<file path="config.mk">
export PLATFORM = sky130hd
export DESIGN_NAME = lcd12864_text_streamer
export DESIGN_NICKNAME = d
export VERILOG_FILES = /design/src/rtl/lcd12864_pkg.sv /design/src/rtl/lcd_char_ram.sv /design/src/rtl/lcd12864_text_streamer.sv
export SDC_FILE = /design/constraint.sdc
export NUM_CORES = 1
export LEC_CHECK = 0
export ABC_AREA = 1
export CAP_MARGIN = 30
export CORE_MARGIN = 10
export CORE_UTILIZATION = 30
export DETAILED_ROUTE_END_ITERATION = 16
export HOLD_SLACK_MARGIN = 0.05
export SLEW_MARGIN = 10
export SYNTH_ARGS = -nofsm -noshare
export SYNTH_HDL_FRONTEND = slang
export SYNTH_SLANG_ARGS = --single-unit
</file>
<file path="constraint.sdc">
create_clock -name i_clk -period 8.05 [get_ports i_clk]
set_input_delay 1.2075 -clock i_clk [delete_from_list [all_inputs] [get_ports i_clk]]
set_output_delay 1.2075 -clock i_clk [all_outputs]
set_load 0.01 [all_outputs]
</file>
<file path="src/rtl/lcd12864_pkg.sv">
// Shared constants, state encoding and helpers for the ST7920 text streamer.
package lcd12864_pkg;

    localparam int LCD_ROWS = 4;
    localparam int LCD_COLS = 16;

    localparam logic [7:0] CMD_FUNC_SET = 8'h30;
    localparam logic [7:0] CMD_DISP_ON  = 8'h0C;
    localparam logic [7:0] CMD_ENTRY    = 8'h06;
    localparam logic [7:0] CMD_CLEAR    = 8'h01;

    // DDRAM start address of each text row; rows 1 and 2 interleave on this controller
    localparam logic [7:0] ROW_ADDR [0:LCD_ROWS-1] = '{8'h80, 8'h90, 8'h88, 8'h98};

    typedef enum logic [2:0] {
        ST_FILL,
        ST_INIT_CMD,
        ST_CLR_WAIT,
        ST_IDLE,
        ST_ROW_CMD,
        ST_ROW_DATA
    } state_e;

    function automatic logic [7:0] init_cmd(input logic [1:0] idx);
        case (idx)
            2'd0:    init_cmd = CMD_FUNC_SET;
            2'd1:    init_cmd = CMD_DISP_ON;
            2'd2:    init_cmd = CMD_ENTRY;
            default: init_cmd = CMD_CLEAR;
        endcase
    endfunction

    function automatic logic [1:0] first_dirty(input logic [3:0] dirty);
        if (dirty[0])      first_dirty = 2'd0;
        else if (dirty[1]) first_dirty = 2'd1;
        else if (dirty[2]) first_dirty = 2'd2;
        else               first_dirty = 2'd3;
    endfunction

endpackage

</file>
<file path="src/rtl/lcd_char_ram.sv">
// 64x8 character frame buffer: one write port, one registered read port.
module lcd_char_ram (
    input  logic       i_clk,
    input  logic       i_we,
    input  logic [5:0] i_waddr,
    input  logic [7:0] i_wdata,
    input  logic [5:0] i_raddr,
    output logic [7:0] o_rdata
);

    logic [7:0] r_mem [0:63];
    logic [7:0] r_rdata;

    // NOTE: the array has no reset branch so it maps onto block RAM; the owner fills it after reset.
    always_ff @(posedge i_clk) begin
        if (i_we) begin
            r_mem[i_waddr] <= i_wdata;
        end
        r_rdata <= r_mem[i_raddr];
    end

    assign o_rdata = r_rdata;

endmodule

</file>
<file path="src/rtl/lcd12864_text_streamer.sv">
// Streams controller init and dirty text rows from a 4x16 buffer as (rs, byte) pairs.
module lcd12864_text_streamer
    import lcd12864_pkg::*;
#(
    parameter int         INIT_CLEAR_WAIT = 80000,
    parameter logic [7:0] FILL_CHAR       = 8'h20
) (
    input  logic       i_clk,
    input  logic       i_rst,
    input  logic       i_wr_en,
    input  logic [5:0] i_wr_addr,
    input  logic [7:0] i_wr_data,
    output logic       o_wr_ready,
    input  logic       i_refresh_all,
    output logic       o_out_valid,
    input  logic       i_out_ready,
    output logic       o_out_rs,
    output logic [7:0] o_out_data,
    output logic       o_busy,
    output logic       o_init_done
);

    localparam int                WAIT_W    = (INIT_CLEAR_WAIT > 1) ? $clog2(INIT_CLEAR_WAIT) : 1;
    localparam logic [WAIT_W-1:0] WAIT_LAST = WAIT_W'(INIT_CLEAR_WAIT - 1);

    state_e            r_state, w_state_nxt;
    logic [5:0]        r_fill_cnt;
    logic [1:0]        r_init_idx;
    logic [WAIT_W-1:0] r_wait_cnt;
    logic              r_init_done;
    logic [3:0]        r_dirty, w_dirty_nxt;
    logic [1:0]        r_row, w_pick_row;
    logic [3:0]        r_col;
    logic [7:0]        r_data_q;
    logic              w_out_valid, w_xfer, w_host_wr, w_wait_done;
    logic              w_ram_we;
    logic [5:0]        w_ram_waddr, w_ram_raddr;
    logic [7:0]        w_ram_wdata, w_ram_rdata;

    assign w_out_valid = (r_state == ST_INIT_CMD) || (r_state == ST_ROW_CMD) || (r_state == ST_ROW_DATA);
    assign w_xfer      = w_out_valid && i_out_ready;
    assign w_host_wr   = i_wr_en && r_init_done;
    assign w_wait_done = (r_wait_cnt == WAIT_LAST);
    assign w_pick_row  = first_dirty(r_dirty);

    lcd_char_ram u_ram (
        .i_clk   (i_clk),
        .i_we    (w_ram_we),
        .i_waddr (w_ram_waddr),
        .i_wdata (w_ram_wdata),
        .i_raddr (w_ram_raddr),
        .o_rdata (w_ram_rdata)
    );

    // NOTE: sequential state uses <= so every process sees pre-edge values within a cycle.
    always_ff @(posedge i_clk) begin
        if (i_rst) r_state <= ST_FILL;
        else       r_state <= w_state_nxt;
    end

    // NOTE: every comb output gets a default first so no path can infer a latch.
    always_comb begin
        w_state_nxt = r_state;
        case (r_state)
            ST_FILL:     if (r_fill_cnt == 6'd63)               w_state_nxt = ST_INIT_CMD;
            ST_INIT_CMD: if (w_xfer && r_init_idx == 2'd3)      w_state_nxt = ST_CLR_WAIT;
            ST_CLR_WAIT: if (w_wait_done)                       w_state_nxt = ST_IDLE;
            ST_IDLE:     if (|r_dirty)                          w_state_nxt = ST_ROW_CMD;
            ST_ROW_CMD:  if (w_xfer)                            w_state_nxt = ST_ROW_DATA;
            ST_ROW_DATA: if (w_xfer && r_col == 4'(LCD_COLS-1)) w_state_nxt = ST_IDLE;
            default:                                            w_state_nxt = ST_FILL;
        endcase
    end

    // Read address runs one column ahead of the byte on the link, so r_data_q refills on each transfer
    always_comb begin
        o_out_valid = w_out_valid;
        o_out_rs    = 1'b0;
        o_out_data  = 8'h00;
        w_ram_we    = w_host_wr;
        w_ram_waddr = i_wr_addr;
        w_ram_wdata = i_wr_data;
        w_ram_raddr = {w_pick_row, 4'd0};
        case (r_state)
            ST_FILL: begin
                w_ram_we    = 1'b1;
                w_ram_waddr = r_fill_cnt;
                w_ram_wdata = FILL_CHAR;
            end
            ST_INIT_CMD: o_out_data = init_cmd(r_init_idx);
            ST_ROW_CMD: begin
                o_out_data  = ROW_ADDR[r_row];
                w_ram_raddr = {r_row, w_xfer ? 4'd1 : 4'd0};
            end
            ST_ROW_DATA: begin
                o_out_rs    = 1'b1;
                o_out_data  = r_data_q;
                w_ram_raddr = {r_row, 4'(r_col + (w_xfer ? 4'd2 : 4'd1))};
            end
            default: ;
        endcase
        o_busy      = !((r_state == ST_IDLE) && (r_dirty == 4'b0000));
        o_init_done = r_init_done;
        o_wr_ready  = r_init_done;
    end

    // Host set is applied after the row-command clear so a same-cycle write wins
    always_comb begin
        w_dirty_nxt = r_dirty;
        if (r_state == ST_ROW_CMD && w_xfer)      w_dirty_nxt[r_row] = 1'b0;
        if (r_state == ST_CLR_WAIT && w_wait_done) w_dirty_nxt = 4'b1111;
        if (w_host_wr)                            w_dirty_nxt[i_wr_addr[5:4]] = 1'b1;
        if (i_refresh_all && r_init_done)         w_dirty_nxt = w_dirty_nxt | 4'b1111;
    end

    always_ff @(posedge i_clk) begin
        if (i_rst) begin
            r_fill_cnt  <= '0;
            r_init_idx  <= '0;
            r_wait_cnt  <= '0;
            r_init_done <= 1'b0;
            r_dirty     <= 4'b0000;
            r_row       <= '0;
            r_col       <= '0;
            r_data_q    <= '0;
        end else begin
            r_dirty <= w_dirty_nxt;
            case (r_state)
                ST_FILL:     r_fill_cnt <= r_fill_cnt + 6'd1;
                ST_INIT_CMD: if (w_xfer) r_init_idx <= r_init_idx + 2'd1;
                ST_CLR_WAIT: begin
                    r_wait_cnt <= r_wait_cnt + WAIT_W'(1);
                    if (w_wait_done) r_init_done <= 1'b1;
                end
                ST_IDLE:     r_row <= w_pick_row;
                ST_ROW_CMD: if (w_xfer) begin
                    r_col    <= 4'd0;
                    r_data_q <= w_ram_rdata;
                end
                ST_ROW_DATA: if (w_xfer) begin
                    r_col    <= r_col + 4'd1;
                    r_data_q <= w_ram_rdata;
                end
                default: ;
            endcase
        end
    end

endmodule

</file>
Word-level counts from Yosys, hierarchy flattened
Memory sizes are Yosys's and may differ from the RTL's. A register that Yosys moved wholly into a read port is not among the register bits. Index checks and enable logic that the tools add are counted.

Memory bits (writable): 512. Bits in registers: 47. Word-level logic and storage cells: 101. Output and inout bits: 13. Memories kept: 1. Bits of input ports: 19.

Memory list: u_ram.r_mem (words 64, width 8, read ports 1, clocked after memory_dff 1, wr ports 1, RTL line lcd_char_ram.sv:11) `logic [7:0] r_mem [0:63];`.

Bitwise gates (word level): 4. Eq/ne operators: 18. Add/subtract/negate cells: 5. $lt $le $gt $ge: 5. Multiplexer cells: 35. Reduce and logical (&&, ||, !) cells: 24.

Operator list (number): $mux 4 (6); $mux 8 (3); $pmux 8 s3 (1); $mux 3 (6); $pmux 3 s6 (1); $pmux 6 s3 (1); $add 17x1->17 const B (1); $eq 17x17->1 const B (1); $bmux 8 s2 (1); $pmux 6 s2 (1); $logic_and 1x1->1 (10); $ne 2x2->1 const B (5); $mux 1 (8); $pmux 4 s2 (1); $add 6x1->6 const B (1); $eq 3x2->1 const B (2); $eq 3x3->1 const B (2); $eq 6x6->1 const B (1); $lt 2x3->1 const B (2); $mux 2 (3); $mux 6 (1); $reduce_and 2->1 (3); $reduce_and 6->1 (1); $add 4x1->4 const B (1); other kinds (23) (28).

Longest topological paths before layout
Gate-level depths: netlist (run 1).

Depth in word-level cells: 11. Mapped depth: 19. Gate-level depth less buffers: 17.

Hierarchy
Synthesis (run 1) repeated with hierarchy kept, for this count alone.

Cells, all modules: 2225. Area, all modules: 24111.9 um^2.

Modules (own cells, without submodules): lcd_char_ram (cells an instance 1805, area each 21339.2 um^2, sequential area each 15534.9 um^2, times used 1); lcd12864_text_streamer (cells an instance 420, area each 2772.7 um^2, sequential area each 940.9 um^2, times used 1).

Worst setup path after synthesis (run 1)
Ideal clock, no wire load.

Path kind: in2reg. From: input i_wr_data[0]. To: memory u_ram.r_mem[0][0] (data pin). Stages: 2. Setup slack: 4.813 ns. Arrival time: 2.737 ns. Buffers on the path: 0. Library setup time: 0.500 ns. Data required time: 7.550 ns. Cells stage by stage: inv_1 > nor2_1.

Cells in the longest elaborated chain, start to end: 1.

RTL lines: start: declaration (RTL line lcd12864_text_streamer.sv:12) `input logic [7:0] i_wr_data,`; $mux 8 (RTL line lcd12864_text_streamer.sv:84) `case (r_state)`; named net u_ram.i_wdata[0] (RTL line lcd_char_ram.sv:6) `input logic [7:0] i_wdata,`; end: declaration (RTL line lcd_char_ram.sv:11).

The timed path passes the listed nets, and every way through them passes these cells.

Worst setup path after layout (run 1)
From: input i_out_ready. To: register u_ram.r_rdata[4], in the netlist u_ram.o_rdata[4], read port of u_ram.r_mem.

Cells in the longest elaborated chain, start to end: 4. Elaborated cells on any way between the ends: 5. Classes of those cells: add/sub (1); mux (3); reduce/logical (1).

RTL lines: start: declaration (RTL line lcd12864_text_streamer.sv:16) `input logic i_out_ready,`; $logic_and 1x1->1 (*) (RTL line lcd12864_text_streamer.sv:41) `assign w_xfer = w_out_valid && i_out_ready;`; $mux 2 (RTL line lcd12864_text_streamer.sv:98) `w_ram_raddr = {r_row, 4'(r_col + (w_xfer ? 4'd2 : 4'd1))};`; $add 4x2->4 (RTL line lcd12864_text_streamer.sv:98); $pmux 6 s2 (*) (RTL line lcd12864_text_streamer.sv:84); end: declaration (RTL line lcd_char_ram.sv:12) `logic [7:0] r_rdata;`.

Mark *: on every way between the ends. The rest lies on a longest branch, timed or not. A chain may end at the register's enable or synchronous reset.

==> report_table.html, run 1 <==
<table>
<tr><th>Metric</th><th>Value</th></tr>
<tr><th colspan="2">Global route</th></tr>
<tr><td>Total Routing Usage GR</td><td>13.1%</td></tr>
<tr><td>Number of antenna violations at the first check in global routing</td><td>0</td></tr>
<tr><td>Vias in the first global route</td><td>16300</td></tr>
<tr><td>Total congestion overflow</td><td>0</td></tr>
<tr><td>Largest net degree at the start of global routing</td><td>173</td></tr>
<tr><td>Wire length of the first global-routing pass</td><td>101000 um</td></tr>
<tr><th colspan="2">Clocking</th></tr>
<tr><td>Total CTS buffers</td><td>57</td></tr>
<tr><td>Worst-skew pair later-pin latency</td><td>630 ps</td></tr>
<tr><td>Clock tree root driver cell</td><td>sky130_fd_sc_hd__clkbuf_16</td></tr>
<tr><td>Post-CTS Resized</td><td>0</td></tr>
<tr><td>TritonCTS clock tree</td><td>done</td></tr>
<tr><td>H-tree level count</td><td>2</td></tr>
<tr><td>Clock slew at the register clock pins of the worst setup and hold paths</td><td>60 ps</td></tr>
<tr><td># Post-CTS Setup Buffers</td><td>0</td></tr>
<tr><td>Clk buf depth</td><td>3</td></tr>
<tr><td># hold bufs at CTS</td><td>0</td></tr>
<tr><td>Number of clock sinks</td><td>567</td></tr>
<tr><th colspan="2">Floorplanning</th></tr>
<tr><td>Horiz. Die Dim</td><td>311 um</td></tr>
<tr><td>Floorplan row count</td><td>106</td></tr>
<tr><td>DIE HEIGHT</td><td>311 um</td></tr>
<tr><td>Top-level I/O count</td><td>32</td></tr>
<tr><td>Initial Utilization</td><td>30.3%</td></tr>
<tr><td>Full die area</td><td>96800 um^2</td></tr>
<tr><td>Core footprint</td><td>83800 um^2</td></tr>
<tr><th colspan="2">Route</th></tr>
<tr><td>Number of DRC markers in iteration 0</td><td>1804</td></tr>
<tr><td>Routed via count</td><td>17200</td></tr>
<tr><td>Number of antenna-violating nets in the routed design</td><td>0</td></tr>
<tr><td>Total iterations of the first detailed-routing run</td><td>5</td></tr>
<tr><td>Avg WL per Cell</td><td>18.4 um</td></tr>
<tr><td>Final WL</td><td>65900 um</td></tr>
<tr><td>DRC violation count after routing</td><td>0</td></tr>
<tr><td>Drt via density</td><td>4.81</td></tr>
<tr><th colspan="2">Placement</th></tr>
<tr><td>I/O Buffers</td><td>31</td></tr>
<tr><td>Routability-driven placement congestion ratio</td><td>0.833</td></tr>
<tr><td>Post-detail-place hpwl</td><td>37700 um</td></tr>
<tr><th colspan="2">Logic synthesis</th></tr>
<tr><td>Proportion of synthesized chip area in sequential cells</td><td>64.8%</td></tr>
<tr><td>Distinct cell type count after synthesis</td><td>40</td></tr>
<tr><td>Yosys warns</td><td>0</td></tr>
<tr><td>Commonest register cell after synthesis</td><td>sky130_fd_sc_hd__edfxtp_1</td></tr>
<tr><td>Mapped Avg Cell Area</td><td>10.6 um^2</td></tr>
<tr><td>Area of the mapped netlist</td><td>25400 um^2</td></tr>
<tr><td>Seq cells post-synth</td><td>567</td></tr>
<tr><td>Number of nets in the synthesized netlist</td><td>2438</td></tr>
<tr><td>Cells after synthesis</td><td>2409</td></tr>
<tr><td>Async set-reset flop share out of synthesis</td><td>0%</td></tr>
<tr><td>Count of flip-flops with a built-in enable after synthesis</td><td>512</td></tr>
<tr><th colspan="2">Timing</th></tr>
<tr><td>Count of final setup violators</td><td>0</td></tr>
<tr><td>Final Hold Vio Count</td><td>0</td></tr>
<tr><td>Number of pins exceeding their max-slew limit in the final report</td><td>0</td></tr>
<tr><td>Hold_ws</td><td>466 ps</td></tr>
<tr><td>Max Clock Freq</td><td>196 MHz</td></tr>
<tr><td>Final period util</td><td>63.2%</td></tr>
<tr><td>Normalized max-slew margin</td><td>36.6%</td></tr>
<tr><td>Transition time of the tightest slew-check pin</td><td>947 ps</td></tr>
<tr><td>Shortest period the worst path allows</td><td>5090 ps</td></tr>
<tr><td>RSZ-0062 raised after global routing</td><td>no</td></tr>
<tr><td>Worst clock skew on the final layout</td><td>22.0 ps</td></tr>
<tr><td>Final total negative setup slack</td><td>0 ps</td></tr>
<tr><th colspan="2">Pwr</th></tr>
<tr><td>Peak ir drop on the vdd network</td><td>0.176 mV</td></tr>
<tr><td>Power per cell area</td><td>202 nW/um^2</td></tr>
<tr><td>Psw</td><td>1.20 mW</td></tr>
<tr><td>Proportion of power drawn by combinational gates</td><td>1.5%</td></tr>
<tr><td>Clock network power share</td><td>43.1%</td></tr>
<tr><td>Share of power burned in registers</td><td>55.4%</td></tr>
<tr><td>Cell-internal power</td><td>4.55 mW</td></tr>
<tr><td>Proportion of total power due to net switching</td><td>20.9%</td></tr>
<tr><td>Total leakage power</td><td>10.4 nW</td></tr>
<tr><th colspan="2">Final layout</th></tr>
<tr><td>Area growth from synthesis to layout</td><td>12.2%</td></tr>
<tr><td>NumNets Final</td><td>2424</td></tr>
<tr><td>Number of antenna cells inserted</td><td>0</td></tr>
<tr><td>Fraction of layout instances using a drive strength above 1</td><td>6.39%</td></tr>
<tr><th colspan="2">Worst hold path</th></tr>
<tr><td>Min-delay src</td><td>r_wait_cnt[13]</td></tr>
<tr><td>Worst Hold Endpoint</td><td>r_wait_cnt[13]</td></tr>
<tr><td>Worst hold path type</td><td>flop to flop</td></tr>
<tr><td>Number of cells on the worst hold path</td><td>2</td></tr>
<tr><th colspan="2">Critical path</th></tr>
<tr><td>Crit path arrival time</td><td>5600 ps</td></tr>
<tr><td>Max FO, Critical Path</td><td>118</td></tr>
<tr><td>Slack of the worst reg-to-reg path</td><td>3140 ps</td></tr>
<tr><td>Reg-to-Reg End</td><td>u_ram.o_rdata[4]</td></tr>
<tr><td>Critical Path Start Type</td><td>primary input</td></tr>
<tr><td>Required time of the worst setup path</td><td>8560 ps</td></tr>
<tr><td>Critical path capture point type</td><td>flop</td></tr>
<tr><td>Worst r2r path cells</td><td>16</td></tr>
<tr><td>RR Startpoint</td><td>r_state[2]</td></tr>
<tr><td>Category of the most critical setup path</td><td>primary input to flop</td></tr>
<tr><th colspan="2">Job</th></tr>
<tr><td>Max-Cap Viols</td><td>0</td></tr>
<tr><th colspan="2">Run status</th></tr>
<tr><td>Status</td><td>completed</td></tr>
</table>
## cells by family (layout without fill, tap and decap cells)
group,Yosys count,in the layout,share of synthesized area [%]
flops,567,567,64.8
compound gates,116,116,2.46
buf+inv,489,523,8.10
fa+ha+maj,10,10,0.521
simple gates,1224,1224,24.0
xor+xnor,3,3,0.103
## layout make-up
class	instances	area, um^2
clock inverter	36	250
sequential	567	16500
clock buffer	71	1480
timing repair buffer	64	596
tap	1134	1420
multi-input combinational	1353	6990
fill	8408	55300
inverter	352	1330
## registers in the layout, indices dropped and copies added (netlist names)
| signal | flops |
|---|---|
| r_state | 3 |
| r_init_idx | 2 |
| r_col | 4 |
| r_row | 2 |
| r_data_q | 8 |
| u_ram.o_rdata | 8 |
| u_ram.r_mem | 512 |
| r_wait_cnt | 17 |
| r_fill_cnt | 6 |
| o_init_done | 1 |
| r_dirty | 4 |
## cell usage after synthesis, types with 2 or more instances
cell                         n  area, um^2
sky130_fd_sc_hd__o21ai_0    63         315
sky130_fd_sc_hd__o21a_1      2        15.0
sky130_fd_sc_hd__buf_6       3        33.8
sky130_fd_sc_hd__buf_2      71         355
sky130_fd_sc_hd__nor3_1     18        90.1
sky130_fd_sc_hd__xor2_1      2        17.5
sky130_fd_sc_hd__or2_2      10        62.6
sky130_fd_sc_hd__edfxtp_1  512       15400
sky130_fd_sc_hd__nand3b_1  200        1500
sky130_fd_sc_hd__nor2_1    104         390
sky130_fd_sc_hd__o31ai_1     4        30.0
sky130_fd_sc_hd__nand2_2     5        31.3
sky130_fd_sc_hd__nand4_1    10        62.6
sky130_fd_sc_hd__inv_1     341        1280
sky130_fd_sc_hd__clkbuf_1   25        93.8
sky130_fd_sc_hd__nor3b_1     3        22.5
sky130_fd_sc_hd__inv_2      10        37.5
sky130_fd_sc_hd__o21ai_1     4        20.0
sky130_fd_sc_hd__ha_1        9         113
sky130_fd_sc_hd__a31oi_1     6        37.5
sky130_fd_sc_hd__o21ai_2     3        26.3
sky130_fd_sc_hd__nor4_1      6        37.5
sky130_fd_sc_hd__nand3_1   495        2480
sky130_fd_sc_hd__a21oi_1    30         150
sky130_fd_sc_hd__dfxtp_1    55        1100
sky130_fd_sc_hd__nand2_1   367        1380
sky130_fd_sc_hd__buf_1       8        30.0
sky130_fd_sc_hd__nor2_4      2        22.5
sky130_fd_sc_hd__buf_4      30         225
## layout by cell type (no fill, tap or decap), drive strengths merged, types with 2 or more instances in the layout
cell             n
or2             10
nor4             6
nor2           107
o31ai            4
inv            352
buf             32
o21a             2
nor3            18
nand3b         200
xor2             2
o21ai           70
clkinv          30
clkdlybuf4s50   31
a21oi           31
nand4           11
edfxtp         512
clkbuf          72
dfxtp           55
nand2          373
nand3          496
clkinvlp         5
a31oi            6
ha               9
nor3b            3
## worst max-delay path, cell delays in order
cell	delay, ps
sky130_fd_sc_hd__clkdlybuf4s50_1	610
sky130_fd_sc_hd__nand2_1	160
sky130_fd_sc_hd__ha_1	340
sky130_fd_sc_hd__nand4_4	570
sky130_fd_sc_hd__nand2_8	840
sky130_fd_sc_hd__buf_4	700
sky130_fd_sc_hd__nand2_1	100
sky130_fd_sc_hd__nand3_1	100
sky130_fd_sc_hd__nand3_1	140
sky130_fd_sc_hd__nand3_1	170
sky130_fd_sc_hd__nand3_1	200
sky130_fd_sc_hd__nand3_1	240
sky130_fd_sc_hd__nand2_1	70
## power groups by stage
stage / registers (mW) / clock network, mW / logic, mW
after floorplan: 3.25 / 0 / 0.0493
after global placement: 3.25 / 0 / 0.0866
after detailed placement: 3.25 / 0 / 0.0875
after CTS: 3.19 / 2.52 / 0.0879
after global routing: 3.19 / 2.64 / 0.0948
final: 3.19 / 2.48 / 0.0881
## worst max-delay path by stage
| stage | startpoint | endpoint | slack, ps | cells after the start |
|---|---|---|---|---|
| after floorplan | i_wr_data[0] | u_ram.r_mem[0][0] | 4810 | 2 |
| after global placement | i_out_ready | u_ram.o_rdata[2] | 2400 | 13 |
| after detailed placement | i_out_ready | u_ram.o_rdata[4] | 2350 | 13 |
| after CTS | i_out_ready | u_ram.o_rdata[4] | 3010 | 13 |
| after global routing | i_out_ready | u_ram.o_rdata[4] | 2700 | 13 |
| final | i_out_ready | u_ram.o_rdata[4] | 2960 | 13 |
## routing by layer
layer	track usage [%]	part of all wire [%]	vias to the layer above
met1	17.8	44	8318
li1	-	-	8199
met2	21.1	46	574
met5	0	0	-
met3	2.24	6.6	109
met4	4.09	2.8	0
## stage by stage
stage,worst slack (ps),instance area (um^2),instances,power [mW],utilization [%]
finish,2960,28500,3577,5.76,34.0
global route,2700,28500,3577,5.93,34.0
CTS,3010,28500,3575,5.80,34.0
detailed placement,2350,26800,3468,3.34,32.0
global placement,2400,26800,3466,3.34,31.9
floorplan,4810,25400,2409,3.30,-
Note: power is estimated with default switching activity, not from simulation.
==> inputs of run 2 (changes only) <==
- clock period: 8.05 -> 4.9 ns (I/O delays scaled with it)
==> run 2 against run 1 <==
Largest cell class unchanged. Non-clock buffer count increased by 23. Highest routed layer unchanged. Final area increased by 2.2%. Hold slack got worse by 2.7 ps. Critical path depth increased by 3. Die area unchanged. Register-to-register slack got worse by 2200 ps. Power increased by 76%. Sequential power increased by 64%. Final cell count increased by 0.92%. Routed wire length increased by 1.3%.
==> report_table.html, run 2 (same netlist as run 1, synthesis figures left out) <==
<table>
<tr><th>Metric</th><th>Value</th></tr>
<tr><th colspan="2">Global route</th></tr>
<tr><td>Total congestion overflow</td><td>0 (unchanged)</td></tr>
<tr><td>Wire length of the first global-routing pass</td><td>102000 um (was 101000 um)</td></tr>
<tr><td>Largest net degree at the start of global routing</td><td>105 (was 173)</td></tr>
<tr><td>Number of antenna violations at the first check in global routing</td><td>0 (unchanged)</td></tr>
<tr><td>Total Routing Usage GR</td><td>13.3% (was 13.1%)</td></tr>
<tr><td>Vias in the first global route</td><td>16400 (was 16300)</td></tr>
<tr><th colspan="2">Pwr</th></tr>
<tr><td>Share of power burned in registers</td><td>51.6% (was 55.4%)</td></tr>
<tr><td>Clock network power share</td><td>46.9% (was 43.1%)</td></tr>
<tr><td>Psw</td><td>2.05 mW (was 1.20 mW)</td></tr>
<tr><td>Peak ir drop on the vdd network</td><td>0.219 mV (was 0.176 mV)</td></tr>
<tr><td>Proportion of total power due to net switching</td><td>20.2% (was 20.9%)</td></tr>
<tr><td>Power per cell area</td><td>348 nW/um^2 (was 202 nW/um^2)</td></tr>
<tr><td>Proportion of power drawn by combinational gates</td><td>1.5% (about the same)</td></tr>
<tr><td>Cell-internal power</td><td>8.11 mW (was 4.55 mW)</td></tr>
<tr><td>Total leakage power</td><td>10.7 nW (was 10.4 nW)</td></tr>
<tr><td>Total power</td><td>10.2 mW (was 5.76 mW)</td></tr>
<tr><th colspan="2">Final layout</th></tr>
<tr><td>Final design area excluding fillers</td><td>29200 um^2 (was 28500 um^2)</td></tr>
<tr><td>Number of filler instances in the final layout</td><td>8340 (was 8408)</td></tr>
<tr><td>Largest register FFs</td><td>512 (unchanged)</td></tr>
<tr><td>Largest reg by FF count</td><td>u_ram.r_mem (unchanged)</td></tr>
<tr><td>Area growth from synthesis to layout</td><td>14.6% (was 12.2%)</td></tr>
<tr><td>Leading registers by flop count</td><td>u_ram.r_mem x512, r_wait_cnt x17 (unchanged)</td></tr>
<tr><td>Commonest cells after routing, fill and taps aside</td><td>sky130_fd_sc_hd__edfxtp_1 (512), sky130_fd_sc_hd__nand3_1 (495), sky130_fd_sc_hd__nand2_1 (366), sky130_fd_sc_hd__inv_1 (341), sky130_fd_sc_hd__nand3b_1 (200) (unchanged)</td></tr>
<tr><td>Fraction of layout instances using a drive strength above 1</td><td>7.71% (was 6.39%)</td></tr>
<tr><td>Most frequent standard cell in the layout excluding fill and tap cells</td><td>sky130_fd_sc_hd__edfxtp_1 (unchanged)</td></tr>
<tr><td>Number of antenna cells inserted</td><td>0 (unchanged)</td></tr>
<tr><td>NumNets Final</td><td>2456 (was 2424)</td></tr>
<tr><th colspan="2">Route</th></tr>
<tr><td>Avg WL per Cell</td><td>18.5 um (was 18.4 um)</td></tr>
<tr><td>DRC violation count after routing</td><td>0 (unchanged)</td></tr>
<tr><td>Number of antenna-violating nets in the routed design</td><td>0 (unchanged)</td></tr>
<tr><td>Drt via density</td><td>4.84 (was 4.81)</td></tr>
<tr><td>Final WL</td><td>66700 um (was 65900 um)</td></tr>
<tr><td>Total iterations of the first detailed-routing run</td><td>5 (unchanged)</td></tr>
<tr><td>Routed via count</td><td>17500 (was 17200)</td></tr>
<tr><td>Number of DRC markers in iteration 0</td><td>1855 (was 1804)</td></tr>
<tr><th colspan="2">Floorplanning</th></tr>
<tr><td>Core footprint</td><td>83800 um^2 (unchanged)</td></tr>
<tr><td>Floorplan row count</td><td>106 (unchanged)</td></tr>
<tr><td>DIE HEIGHT</td><td>311 um (unchanged)</td></tr>
<tr><td>Horiz. Die Dim</td><td>311 um (unchanged)</td></tr>
<tr><td>Initial Utilization</td><td>30.3% (unchanged)</td></tr>
<tr><td>Top-level I/O count</td><td>32 (unchanged)</td></tr>
<tr><td>Full die area</td><td>96800 um^2 (unchanged)</td></tr>
<tr><th colspan="2">Clocking</th></tr>
<tr><td>Clock tree root driver cell</td><td>sky130_fd_sc_hd__clkbuf_16 (unchanged)</td></tr>
<tr><td>H-tree level count</td><td>3 (was 2)</td></tr>
<tr><td>Clk buf depth</td><td>3 (unchanged)</td></tr>
<tr><td>Post-CTS Resized</td><td>0 (unchanged)</td></tr>
<tr><td>Worst-skew pair later-pin latency</td><td>600 ps (was 630 ps)</td></tr>
<tr><td># Post-CTS Setup Buffers</td><td>0 (unchanged)</td></tr>
<tr><td>Number of clock sinks</td><td>567 (unchanged)</td></tr>
<tr><td>TritonCTS clock tree</td><td>done (unchanged)</td></tr>
<tr><td># hold bufs at CTS</td><td>0 (unchanged)</td></tr>
<tr><td>Total CTS buffers</td><td>66 (was 57)</td></tr>
<tr><td>Clock slew at the register clock pins of the worst setup and hold paths</td><td>60 ps (about the same)</td></tr>
<tr><th colspan="2">Timing</th></tr>
<tr><td>RSZ-0062 raised after global routing</td><td>no (unchanged)</td></tr>
<tr><td>Normalized max-slew margin</td><td>31.5% (was 36.6%)</td></tr>
<tr><td>Max Clock Freq</td><td>255 MHz</td></tr>
<tr><td>Transition time of the tightest slew-check pin</td><td>1030 ps (was 947 ps)</td></tr>
<tr><td>Hold_ws</td><td>463 ps (was 466 ps)</td></tr>
<tr><td>Final total negative setup slack</td><td>0 ps (unchanged)</td></tr>
<tr><td>Final setup slack of the worst path</td><td>972 ps (was 2960 ps)</td></tr>
<tr><td>Final period util</td><td>80.2%</td></tr>
<tr><td>Worst clock skew on the final layout</td><td>25.2 ps (was 22.0 ps)</td></tr>
<tr><td>Count of final setup violators</td><td>0 (unchanged)</td></tr>
<tr><td>Shortest period the worst path allows</td><td>3930 ps</td></tr>
<tr><td>Final Hold Vio Count</td><td>0 (unchanged)</td></tr>
<tr><td>Number of pins exceeding their max-slew limit in the final report</td><td>0 (unchanged)</td></tr>
<tr><th colspan="2">Job</th></tr>
<tr><td>Max-Cap Viols</td><td>0 (unchanged)</td></tr>
<tr><th colspan="2">Placement</th></tr>
<tr><td>Post-detail-place hpwl</td><td>39200 um (was 37700 um)</td></tr>
<tr><td>I/O Buffers</td><td>31 (unchanged)</td></tr>
<tr><td>Routability-driven placement congestion ratio</td><td>0.846 (was 0.833)</td></tr>
<tr><td>Pre-CTS worst setup slack</td><td>718 ps (was 2350 ps)</td></tr>
<tr><td>DP Area</td><td>27100 um^2 (was 26800 um^2)</td></tr>
<tr><th colspan="2">Critical path</th></tr>
<tr><td>Category of the most critical setup path</td><td>flop to flop (was primary input to flop)</td></tr>
<tr><td>Critical path capture point type</td><td>flop (unchanged)</td></tr>
<tr><td>Required time of the worst setup path</td><td>5380 ps (was 8560 ps)</td></tr>
<tr><td>Critical Path Start Type</td><td>flop (was primary input)</td></tr>
<tr><td>Max FO, Critical Path</td><td>78 (was 118)</td></tr>
<tr><td>Crit path arrival time</td><td>4410 ps (was 5600 ps)</td></tr>
<tr><th colspan="2">Run status</th></tr>
<tr><td>Status</td><td>completed (unchanged)</td></tr>
<tr><th colspan="2">Worst hold path</th></tr>
<tr><td>Worst hold path type</td><td>flop to flop (unchanged)</td></tr>
</table>
run 2: per-stage QoR:
step	std cells	utilization [%]
final	3610	34.8
after global routing	3610	34.8
after CTS	3609	34.8
after detailed placement	3492	32.3
after global placement	3491	32.3
after floorplan	2409	-
run 2: power groups by stage:
stage	clock, mW	combinational [mW]	sequential, mW
floorplan	0	0.0809	5.34
global placement	0	0.152	5.34
detailed placement	0	0.152	5.34
CTS	4.85	0.153	5.24
global route	5.03	0.165	5.24
finish	4.76	0.153	5.24
run 2: path summary, 6_finish.rpt:
kind	from	endpoint	slack, ps	cells past startpoint
min	r_data_q[5]	r_data_q[5]	460	2
max	r_state[2]	u_ram.o_rdata[3]	970	16
min reg2reg	r_data_q[5]	r_data_q[5]	460	2
max reg2reg	r_state[2]	u_ram.o_rdata[3]	970	16
run 2: final cells by class:
cell class                      instances  area [um^2]  area share, %
Clock inverter                         38          313           1.07
Sequential cell                       567        16500           56.5
Multi-Input combinational cell       1353         6990           24.0
Timing Repair Buffer                   87          876           3.00
Tap cell                             1134         1420           4.87
Clock buffer                           79         1760           6.05
Inverter                              352         1320           4.54
run 2: critical path, stage by stage (launching register included):
cell and delay (ps):
sky130_fd_sc_hd__dfxtp_1 630, sky130_fd_sc_hd__inv_2 100, sky130_fd_sc_hd__nor2_1 130, sky130_fd_sc_hd__inv_2 100, sky130_fd_sc_hd__nand2_1 100, sky130_fd_sc_hd__nand2_1 110, sky130_fd_sc_hd__ha_1 340, sky130_fd_sc_hd__nand4_4 360
sky130_fd_sc_hd__nand2_8 550, sky130_fd_sc_hd__buf_12 360, sky130_fd_sc_hd__nand2_1 90, sky130_fd_sc_hd__nand3_1 100, sky130_fd_sc_hd__nand3_1 150, sky130_fd_sc_hd__nand3_1 110, sky130_fd_sc_hd__nand3_1 130, sky130_fd_sc_hd__nand3_1 210
sky130_fd_sc_hd__nand2_1 80
run 2: metal layers:
layer	GRT usage (%)	vias to the layer above	part of all wire [%]
met3	2.20	112	6.5
met1	18.9	8528	46
met2	20.6	563	45
li1	-	8262	-
met5	0	-	0
met4	3.99	0	2.6
